`config.mk`:
```
export PLATFORM = sky130hd
export DESIGN_NAME = imem_loader
export DESIGN_NICKNAME = d
export VERILOG_FILES = /design/src/rtl/imem_loader.sv
export SDC_FILE = /design/constraint.sdc
export NUM_CORES = 1
export LEC_CHECK = 0
export ABC_AREA = 1
export BUFFER_PORTS_ARGS = -buffer_cell sky130_fd_sc_hd__buf_2
export CORE_ASPECT_RATIO = 1.25
export CORE_MARGIN = 2
export CORE_UTILIZATION = 40
export CTS_BUF_LIST = sky130_fd_sc_hd__clkbuf_8 sky130_fd_sc_hd__clkbuf_16
export DETAILED_ROUTE_END_ITERATION = 8
export GPL_TIMING_DRIVEN = 0
export MAX_ROUTING_LAYER = met4
export PLACE_DENSITY_LB_ADDON = 0.08
export SYNTH_ARGS = -nofsm -noshare
export SYNTH_HDL_FRONTEND = slang
export SYNTH_SLANG_ARGS = --single-unit
```
`constraint.sdc`:
```
create_clock -name clk -period 2.3 [get_ports clk]
set_clock_uncertainty 0.15 [all_clocks]
set_input_delay 0.46 -clock clk [delete_from_list [all_inputs] [get_ports clk]]
set_output_delay 0.46 -clock clk [all_outputs]
set_load 0.05 [all_outputs]
```
`src/rtl/imem_loader.sv`:
```
// Byte-stream loader for the instruction memory write port: parses a framed
// image (address, count, words, checksum) and holds the CPU in reset until it verifies.
module imem_loader #(
  parameter int TIMEOUT = 1024
) (
  input  logic        clk,
  input  logic        reset,
  input  logic [7:0]  in_data,
  input  logic        in_valid,
  output logic        in_ready,
  input  logic        rearm,
  output logic [15:0] mem_addr,
  output logic [15:0] mem_data,
  output logic        mem_st,
  output logic        mem_oe,
  output logic        cpu_hold,
  output logic        done,
  output logic [1:0]  err
);

  localparam int IW = $clog2(TIMEOUT + 1);

  typedef enum logic [3:0] {
    S_IDLE, S_ADDR_LO, S_ADDR_HI, S_CNT_LO, S_CNT_HI, S_DATA_LO,
    S_DATA_HI, S_WRITE, S_CHECK, S_DONE, S_ERROR
  } state_t;

  state_t        r_state;
  state_t        w_next;
  logic [15:0]   r_addr;
  logic [15:0]   r_data;
  logic [15:0]   r_cnt;
  logic [7:0]    r_sum;
  logic [IW-1:0] r_idle;
  logic [1:0]    r_err;
  logic          r_ready;
  logic          r_st;
  logic          r_done;
  logic          r_hold;

  logic          w_accept;
  logic          w_timed;
  logic          w_tmo;
  logic          w_sum_ok;
  logic [15:0]   w_cnt_hdr;

  function automatic logic rx_state(input state_t s);
    return (s == S_ADDR_LO) || (s == S_ADDR_HI) || (s == S_CNT_LO) ||
           (s == S_CNT_HI)  || (s == S_DATA_LO) || (s == S_DATA_HI) ||
           (s == S_CHECK);
  endfunction

  always_comb begin
    w_accept  = in_valid && r_ready;
    w_timed   = rx_state(r_state) && (r_state != S_ADDR_LO);
    w_tmo     = w_timed && !w_accept && (r_idle == IW'(TIMEOUT - 1));
    w_cnt_hdr = {in_data, r_cnt[7:0]};
    w_sum_ok  = (8'(r_sum + in_data) == 8'h00);
    w_next    = r_state;
    case (r_state)
      S_IDLE:    w_next = S_ADDR_LO;
      S_ADDR_LO: if (w_accept) w_next = S_ADDR_HI;
      S_ADDR_HI: if (w_accept) w_next = S_CNT_LO;
      S_CNT_LO:  if (w_accept) w_next = S_CNT_HI;
      S_CNT_HI:  if (w_accept) w_next = (w_cnt_hdr != 16'd0) ? S_DATA_LO : S_CHECK;
      S_DATA_LO: if (w_accept) w_next = S_DATA_HI;
      S_DATA_HI: if (w_accept) w_next = S_WRITE;
      S_WRITE:   w_next = (r_cnt != 16'd1) ? S_DATA_LO : S_CHECK;
      S_CHECK:   if (w_accept) w_next = w_sum_ok ? S_DONE : S_ERROR;
      S_DONE,
      S_ERROR:   if (rearm) w_next = S_ADDR_LO;
      default:   w_next = S_IDLE;
    endcase
    // A byte arriving on the expiry cycle takes priority over the timeout.
    if (w_tmo) w_next = S_ERROR;
  end

  always_ff @(posedge clk or negedge reset) begin
    if (!reset) begin
      r_state <= S_IDLE;
      r_addr  <= 16'h0000;
      r_data  <= 16'h0000;
      r_cnt   <= 16'h0000;
      r_sum   <= 8'h00;
      r_idle  <= '0;
      r_err   <= 2'b00;
      r_ready <= 1'b0;
      r_st    <= 1'b0;
      r_done  <= 1'b0;
      r_hold  <= 1'b1;
    end else begin
      // Outputs are registered from the next state so they line up with r_state.
      r_state <= w_next;
      r_ready <= rx_state(w_next);
      r_st    <= (w_next == S_WRITE);
      r_done  <= (w_next == S_DONE);
      r_hold  <= (w_next != S_DONE);

      if (w_accept || (w_next != r_state)) r_idle <= '0;
      else if (w_timed)                    r_idle <= r_idle + 1'b1;

      if ((w_next == S_ADDR_LO) && (r_state != S_ADDR_LO)) r_sum <= 8'h00;
      else if (w_accept)                                    r_sum <= r_sum + in_data;

      case (r_state)
        S_ADDR_LO: if (w_accept) r_addr[7:0]  <= in_data;
        S_ADDR_HI: if (w_accept) r_addr[15:8] <= in_data;
        S_CNT_LO:  if (w_accept) r_cnt[7:0]   <= in_data;
        S_CNT_HI:  if (w_accept) r_cnt[15:8]  <= in_data;
        S_DATA_LO: if (w_accept) r_data[7:0]  <= in_data;
        S_DATA_HI: if (w_accept) r_data[15:8] <= in_data;
        S_WRITE: begin
          r_addr <= r_addr + 16'd1;
          r_cnt  <= r_cnt - 16'd1;
        end
        S_CHECK:   if (w_accept && !w_sum_ok) r_err <= 2'b01;
        S_DONE,
        S_ERROR:   if (rearm) r_err <= 2'b00;
        default: ;
      endcase
      if (w_tmo) r_err <= 2'b10;
    end
  end

  assign in_ready = r_ready;
  assign mem_addr = r_addr;
  assign mem_data = r_data;
  assign mem_st   = r_st;
  assign mem_oe   = 1'b0;
  assign cpu_hold = r_hold;
  assign done     = r_done;
  assign err      = r_err;

endmodule
```
After elaboration in Yosys (flattened, before gate mapping)
Cells that the tools add are included.
Storage, ports and cells
  logic and storage cells: 113
  input port bits: 12
  bits in registers: 77
  output and inout port bits: 39
Operators by class
  equal/unequal tests: 30
  mux-type cells: 26
  reduce and logical (&&, ||, !) cells: 39
  add/subtract/negate cells: 4
Operators by type and width (number)
  $pmux W8 S2: 4
  $mux W4: 11
  $pmux W4 S10: 1
  $eq A4 B3 Y1 const B: 8
  $mux W8: 3
  $mux W11: 2
  $eq A4 B4 Y1 const B: 5
  $add A16 B1 Y16 const B: 1
  $eq A4 B2 Y1 const B: 4
  $ne A16 B1 Y1 const B: 1
  $reduce_bool A16 Y1: 1
  $sub A16 B1 Y16 const B: 1
  $logic_or A1 B1 Y1: 13
  $reduce_and A2 Y1: 6
  $reduce_bool A2 Y1: 6
  $add A11 B1 Y11 const B: 1
  $eq A11 B10 Y1 const B: 1
  $add A8 B8 Y8: 1
  $eq A4 B1 Y1 const B: 2
  $logic_not A8 Y1: 1
  $mux W2: 4
  $ne A2 B2 Y1 const B: 4
  $logic_and A1 B1 Y1: 6
  $logic_not A4 Y1: 1
  10 further kinds: 11

Depth between registers and ports, before layout
  word-level depth: 18
  gate-level depth with buffers: 19
  mapped depth without buffers: 18

Worst setup path before layout
OpenSTA, ideal clock, no wires.
  path type: input port to flip-flop
  start: input in_data[0]
  end: register r_idle[1]
  cell stages on the path: 19
  buffers on the path: 1
  required time: 2.030 ns
  library setup time: 0.120 ns
  data arrival time: 2.263 ns
  slack: -0.233 ns
  cells stage by stage: ha_1 > fa_1 > nand2_1 > nand3_1 > nand3_1 > nand2_1 > nand2_1 > nand2_1 > nor2_1 > nand2_1 > nand2_1 > nand3_1 > nand2_2 > nand2_2 > nand2_1 > nand2_1 > nand3_2 > buf_6 > nor2_2
Between the ends
  word-level cells in the longest chain between the ends: 9
  elaborated cells between the ends (all ways): 13
  those cells by class: add/sub: 1; eq/ne: 1; mux: 7; reduce/logical: 4
Ends and longest elaborated chain
  start, declared: line 8  | input logic [7:0] in_data,
  $add A8 B8 Y8: line 58  | w_sum_ok = (8'(r_sum + in_data) == 8'h00);
  $logic_not A8 Y1: line 58
  $mux W2: line 69  | S_CHECK: if (w_accept) w_next = w_sum_ok ? S_DONE : S_ERROR;
  $mux W4: line 69
  $pmux W4 S10 *: line 60  | case (r_state)
  $mux W4 *: line 75  | if (w_tmo) w_next = S_ERROR;
  $ne A4 B4 Y1 *: line 99  | if (w_accept || (w_next != r_state)) r_idle <= '0;
  $logic_or A1 B1 Y1 *: line 99
  $mux W11 / $reduce_bool A2 Y1 (equally long branches)
  end signal, assigned: line 100  | else if (w_timed) r_idle <= r_idle + 1'b1;
  end, declared: line 34  | logic [IW-1:0] r_idle;
Every way passes the cells marked *; elsewhere a longest branch is shown, timed or not.
A chain may end at the register's enable or synchronous reset.

Worst setup path in the final report
  start: register r_sum[0]
  end: register r_sum[0]
Between the ends
  word-level cells in the longest chain between the ends: 9
  elaborated cells between the ends (all ways): 11
  those cells by class: add/sub: 1; eq/ne: 1; mux: 6; reduce/logical: 3
Ends and longest elaborated chain
  start, declared: line 33  | logic [7:0] r_sum;
  start signal, assigned: line 103  | else if (w_accept) r_sum <= r_sum + in_data;
  $add A8 B8 Y8 *: line 58, 103
  $logic_not A8 Y1: line 58
  $mux W2: line 69
  $mux W4: line 69
  $pmux W4 S10: line 60
  $mux W4: line 75
  $eq A4 B1 Y1: line 102  | if ((w_next == S_ADDR_LO) && (r_state != S_ADDR_LO)) r_sum <= 8'h00;
  $logic_and A1 B1 Y1: line 102
  $mux W8 / $reduce_bool A2 Y1 (equally long branches)
Every way passes the cells marked *; elsewhere a longest branch is shown, timed or not. The select of a mux whose other input is x is not followed.

==> impl_summary.txt <==
----------------------------------------------------
[Synthesis]
  Cell taking the most area after synthesis ... sky130_fd_sc_hd__dfrtp_1
  Mean area per synthesized cell ... about 7.7 um^2
  Top flip-flop cell by instance count after synthesis ... sky130_fd_sc_hd__dfrtp_1
  Fraction of registers with async set/reset ... 100%
  Yosys warning count ... 0
  Portion of the post-synthesis area used by sequential elements ... 41.4%
  Cells taking the most area after synthesis ... sky130_fd_sc_hd__dfrtp_1 (41%), sky130_fd_sc_hd__nand2_1 (11%), sky130_fd_sc_hd__inv_1 (6.4%)
  Flops & latches, synth ... 77
  Number of cells produced by synthesis ... 608
  Cell with the most instances after synthesis ... sky130_fd_sc_hd__nand2_1
  Post-Syn Nets ... ~630
  Count of different cell masters after synthesis ... 46
  Synthesized area ... approximately 4700 um^2
  Area share of the leading cell type in the synthesized netlist ... around two fifths
  Number of enable flip-flop cells after synthesis ... 0
  Most numerous cell types in the synthesized netlist ... sky130_fd_sc_hd__nand2_1 (140), sky130_fd_sc_hd__inv_1 (80), sky130_fd_sc_hd__dfrtp_1 (76)

[Run status]
  Violations in the final reports ... negative setup slack
  Result of the run ... complete, but fails checks

[Route]
  Pre-antenna DRT Iters ... 6
  Post-route antenna net violation count ... 0
  DR WL/cell ... ~15 um
  Starting DRT DRC Count ... 262
  Total via count after detailed routing ... 4267
  Vias per cell ... a little over 5
  Number of remaining DRC errors ... 0
  Final WL ... 12600 um

[Final layout]
  P&R area growth vs syn ... 22.5%
  Final cell count without fillers ... ~820
  Share of cells above drive strength 1 ... ~25%
  Antenna fix cells ... 0
  Fin nets ... just over 700

[Floorplan]
  Std-Cell Core Area ... 11500 um^2
  Standard-cell row count ... 44
  Height of the die ... 125 um
  Die area ... around 13000 um^2
  Die X ... ~100 um
  Number of I/O pins ... 51
  Initial Util ... 40.5%

[Clocking]
  Clock Path Buffers ... 2
  Clock-pin slew reported for the worst setup and hold paths after clock tree synthesis ... about 0.07 ns
  H-Tree Depth ... 3
  TritonCTS clock tree ... yes
  Clk root buf ... sky130_fd_sc_hd__clkbuf_16
  Cts bufs inserted ... 9
  Clk sink count ... 77
  Clock latency of the later-clocked register in the worst-skew pair ... approximately 0.34 ns

[GRT]
  Maximum number of pins on one net before global-route repair ... 48
  First-pass GRT wire length ... 20900 um
  Initial antenna violation count ... 0
  Via count of the first global-routing pass ... 4197
  Global router's overall resource usage ... ~22%
  Global-route congestion overflow total ... 0

[Worst setup path]
  CP max-delay cell ... sky130_fd_sc_hd__dfrtp_1
  Arr. time, crit path ... around 2.8 ns
  WP data required ... about 2.4 ns
  R2R Setup Slk ... -0.44 ns
  Largest stage delay on the critical path ... a little over 0.4 ns
  Critical path start-end classification ... reg2reg
  Source of the worst register-to-register timing path ... r_sum[0]$_DFFE_PN0P_
  CP Buf/Inv Count ... 1
  Biggest fanout along the worst timing path ... 8
  Critical Path Start Type ... register
  Critical Path Sink Type ... register
  Largest delay share family, worst path ... simple AND/OR/NAND/NOR gates
  R2R cell count ... 15
  Endpoint of the lowest-slack register-to-register path ... r_sum[0]$_DFFE_PN0P_
  Sequence of cells on the critical path ... ha_4 > fa_2 > xor2_1 > nor2_1 > nand3_2 > nor2_1 > nand2_1 > nand2_2 > nand3_2 > nand2_4 > nand2_4 > nor2_4 > nand3b_4 > nand2_1 > inv_1

[Placed design]
  Final RePlAce weighted congestion ... 0.903
  Post-DP HPWL ... between 9000 and 10000 um
  Pre-CTS worst setup slack ... -0.608 ns
  Count of input and output buffers ... a little under 50
  Placed Instances ... 796

[STA]
  Tightest slew margin relative to the limit ... around 62%
  Maximum achievable frequency ... 365 MHz
  Max-slew violation total from the final report ... 0
  Setup slack after layout ... -0.443 ns
  Final period demand of the worst path ... 2.74 ns
  Final Hold Vio Count ... 0
  Slew at the pin closest to its max-slew limit ... between 0.5 and 0.6 ns
  Total negative slack for setup checks ... -9.48 ns
  Part of the cycle the worst path needs ... 119%
  Endpoints failing setup ... 25
  Unrepaired setup endpoints after global routing ... yes

[Hold path]
  Hold Path Cell Cnt ... 3
  Min-Delay Endpoint ... r_cnt[2]$_DFFE_PN0P_
  Path category of the worst min-delay check ... in2reg
  Start point of the worst hold path ... in_data[2]

[Power and ir drop]
  Static power due to leakage ... about 2.8 nW
  Design Power ... 0.00825 W
  Areal power density over the cells ... ~1400 nW/um^2
  VDD IR max ... 0.000621 V

[Run]
  Total of max-cap violations ... 0

----------------------------------------------------
## worst max-delay path by stage
stage / from / to / slack, ns / depth (start not counted)
3_3_place_gp: in_data[0] / r_sum[6]$_DFFE_PN0P_ / -0.57 / 19
5_1_grt: r_sum[0]$_DFFE_PN0P_ / r_sum[2]$_DFFE_PN0P_ / -0.54 / 15
2_1_floorplan: in_data[0] / r_idle[1]$_DFFE_PN0P_ / -0.16 / 19
4_1_cts: r_sum[0]$_DFFE_PN0P_ / r_sum[7]$_DFFE_PN0P_ / -0.33 / 15
3_5_place_dp: in_data[0] / r_sum[5]$_DFFE_PN0P_ / -0.61 / 17
6_report: r_sum[0]$_DFFE_PN0P_ / r_sum[0]$_DFFE_PN0P_ / -0.44 / 15
## where the power goes
| part | total, W | internal, W | leakage (nW) | switching [W] |
|---|---|---|---|---|
| logic | 0.00449 | 0.00145 | 1.71 | 0.00304 |
| clock network | 0.00143 | 0.000772 | 0.148 | 0.000662 |
| registers | 0.00233 | 0.00187 | 0.955 | 0.000466 |
| total | 0.00825 | 0.00409 | 2.81 | 0.00417 |
## worst reg2reg max path: stages, from the launching register on
cell,delay (ns)
sky130_fd_sc_hd__dfrtp_1,0.41
sky130_fd_sc_hd__ha_4,0.18
sky130_fd_sc_hd__fa_2,0.41
sky130_fd_sc_hd__xor2_1,0.19
sky130_fd_sc_hd__nor2_1,0.14
sky130_fd_sc_hd__nand3_2,0.10
sky130_fd_sc_hd__nor2_1,0.12
sky130_fd_sc_hd__nand2_1,0.12
sky130_fd_sc_hd__nand2_2,0.12
sky130_fd_sc_hd__nand3_2,0.09
sky130_fd_sc_hd__nand2_4,0.10
sky130_fd_sc_hd__nand2_4,0.07
sky130_fd_sc_hd__nor2_4,0.11
sky130_fd_sc_hd__nand3b_4,0.18
sky130_fd_sc_hd__nand2_1,0.11
sky130_fd_sc_hd__inv_1,0.04
## routing by layer
layer	global-route usage (%)	routed length [um]
met1	27.8	5630
met2	33.7	6270
met4	7.74	255
met5	-	0
met3	4.15	425
## metrics by stage
stage	cell area, um^2	util (%)	hold WS [ns]
final	5710	49.6	0.268
after global routing	5710	49.6	0.272
after CTS	5550	48.3	0.257
after detailed placement	5140	44.6	0.285
after global placement	5110	44.4	0.305
after floorplan	4690	-	0.0144
## kinds of logic after synthesis
family                     Yosys count  share of synthesized area, %
and+or+nand+nor                    298                          29.6
buffers and inverters              102                          9.05
other                                1                        0.0805
AOI/OAI and AO/OA                   96                          12.3
DFF                                 77                          41.4
xor gates and xnor gates            21                          3.95
adders and majority gates           12                          3.38
muxes                                1                         0.215
## flip-flops by register name, summed over array words and instances, names as in the netlist, 2 cells and up
name      cells
mem_addr     16
mem_data     16
r_cnt        16
r_idle       11
r_sum         8
r_state       4
err           2
## cell usage in the layout, fill, tap and decap left out, types with 5 or more instances in the layout
master and n:
sky130_fd_sc_hd__a21oi_1 18, sky130_fd_sc_hd__a31oi_1 15, sky130_fd_sc_hd__buf_2 48, sky130_fd_sc_hd__buf_4 11
sky130_fd_sc_hd__clkbuf_1 8, sky130_fd_sc_hd__clkbuf_16 9, sky130_fd_sc_hd__dfrtp_1 74, sky130_fd_sc_hd__ha_1 9
sky130_fd_sc_hd__inv_1 76, sky130_fd_sc_hd__inv_2 8, sky130_fd_sc_hd__inv_6 5, sky130_fd_sc_hd__nand2_1 126
sky130_fd_sc_hd__nand2_2 19, sky130_fd_sc_hd__nand3_1 26, sky130_fd_sc_hd__nand3_2 8, sky130_fd_sc_hd__nand4_1 14
sky130_fd_sc_hd__nor2_1 58, sky130_fd_sc_hd__nor2_2 18, sky130_fd_sc_hd__nor3_1 6, sky130_fd_sc_hd__o211ai_1 12
sky130_fd_sc_hd__o21ai_0 32, sky130_fd_sc_hd__o221ai_1 5, sky130_fd_sc_hd__xor2_1 17
## cell type report
class	count	area, um^2
Inverter	87	335
Tap cell	138	173
Clock inverter	7	73.8
Sequential cell	77	1930
Fill cell	1164	5800
Multi-Input combinational cell	429	2490
Buffer	15	92.6
Clock buffer	9	225
Timing Repair Buffer	61	384
## timing repair
item	4_1_cts	5_1_grt
endpoints found under the setup margin	24	44
hold buffers	1	0
pin swaps	14	21
hold endpoints to repair	30	0
setup buffers	5	5
gates resized for setup	12	40
cloned	1	0
(Power assumes the default switching activity.)
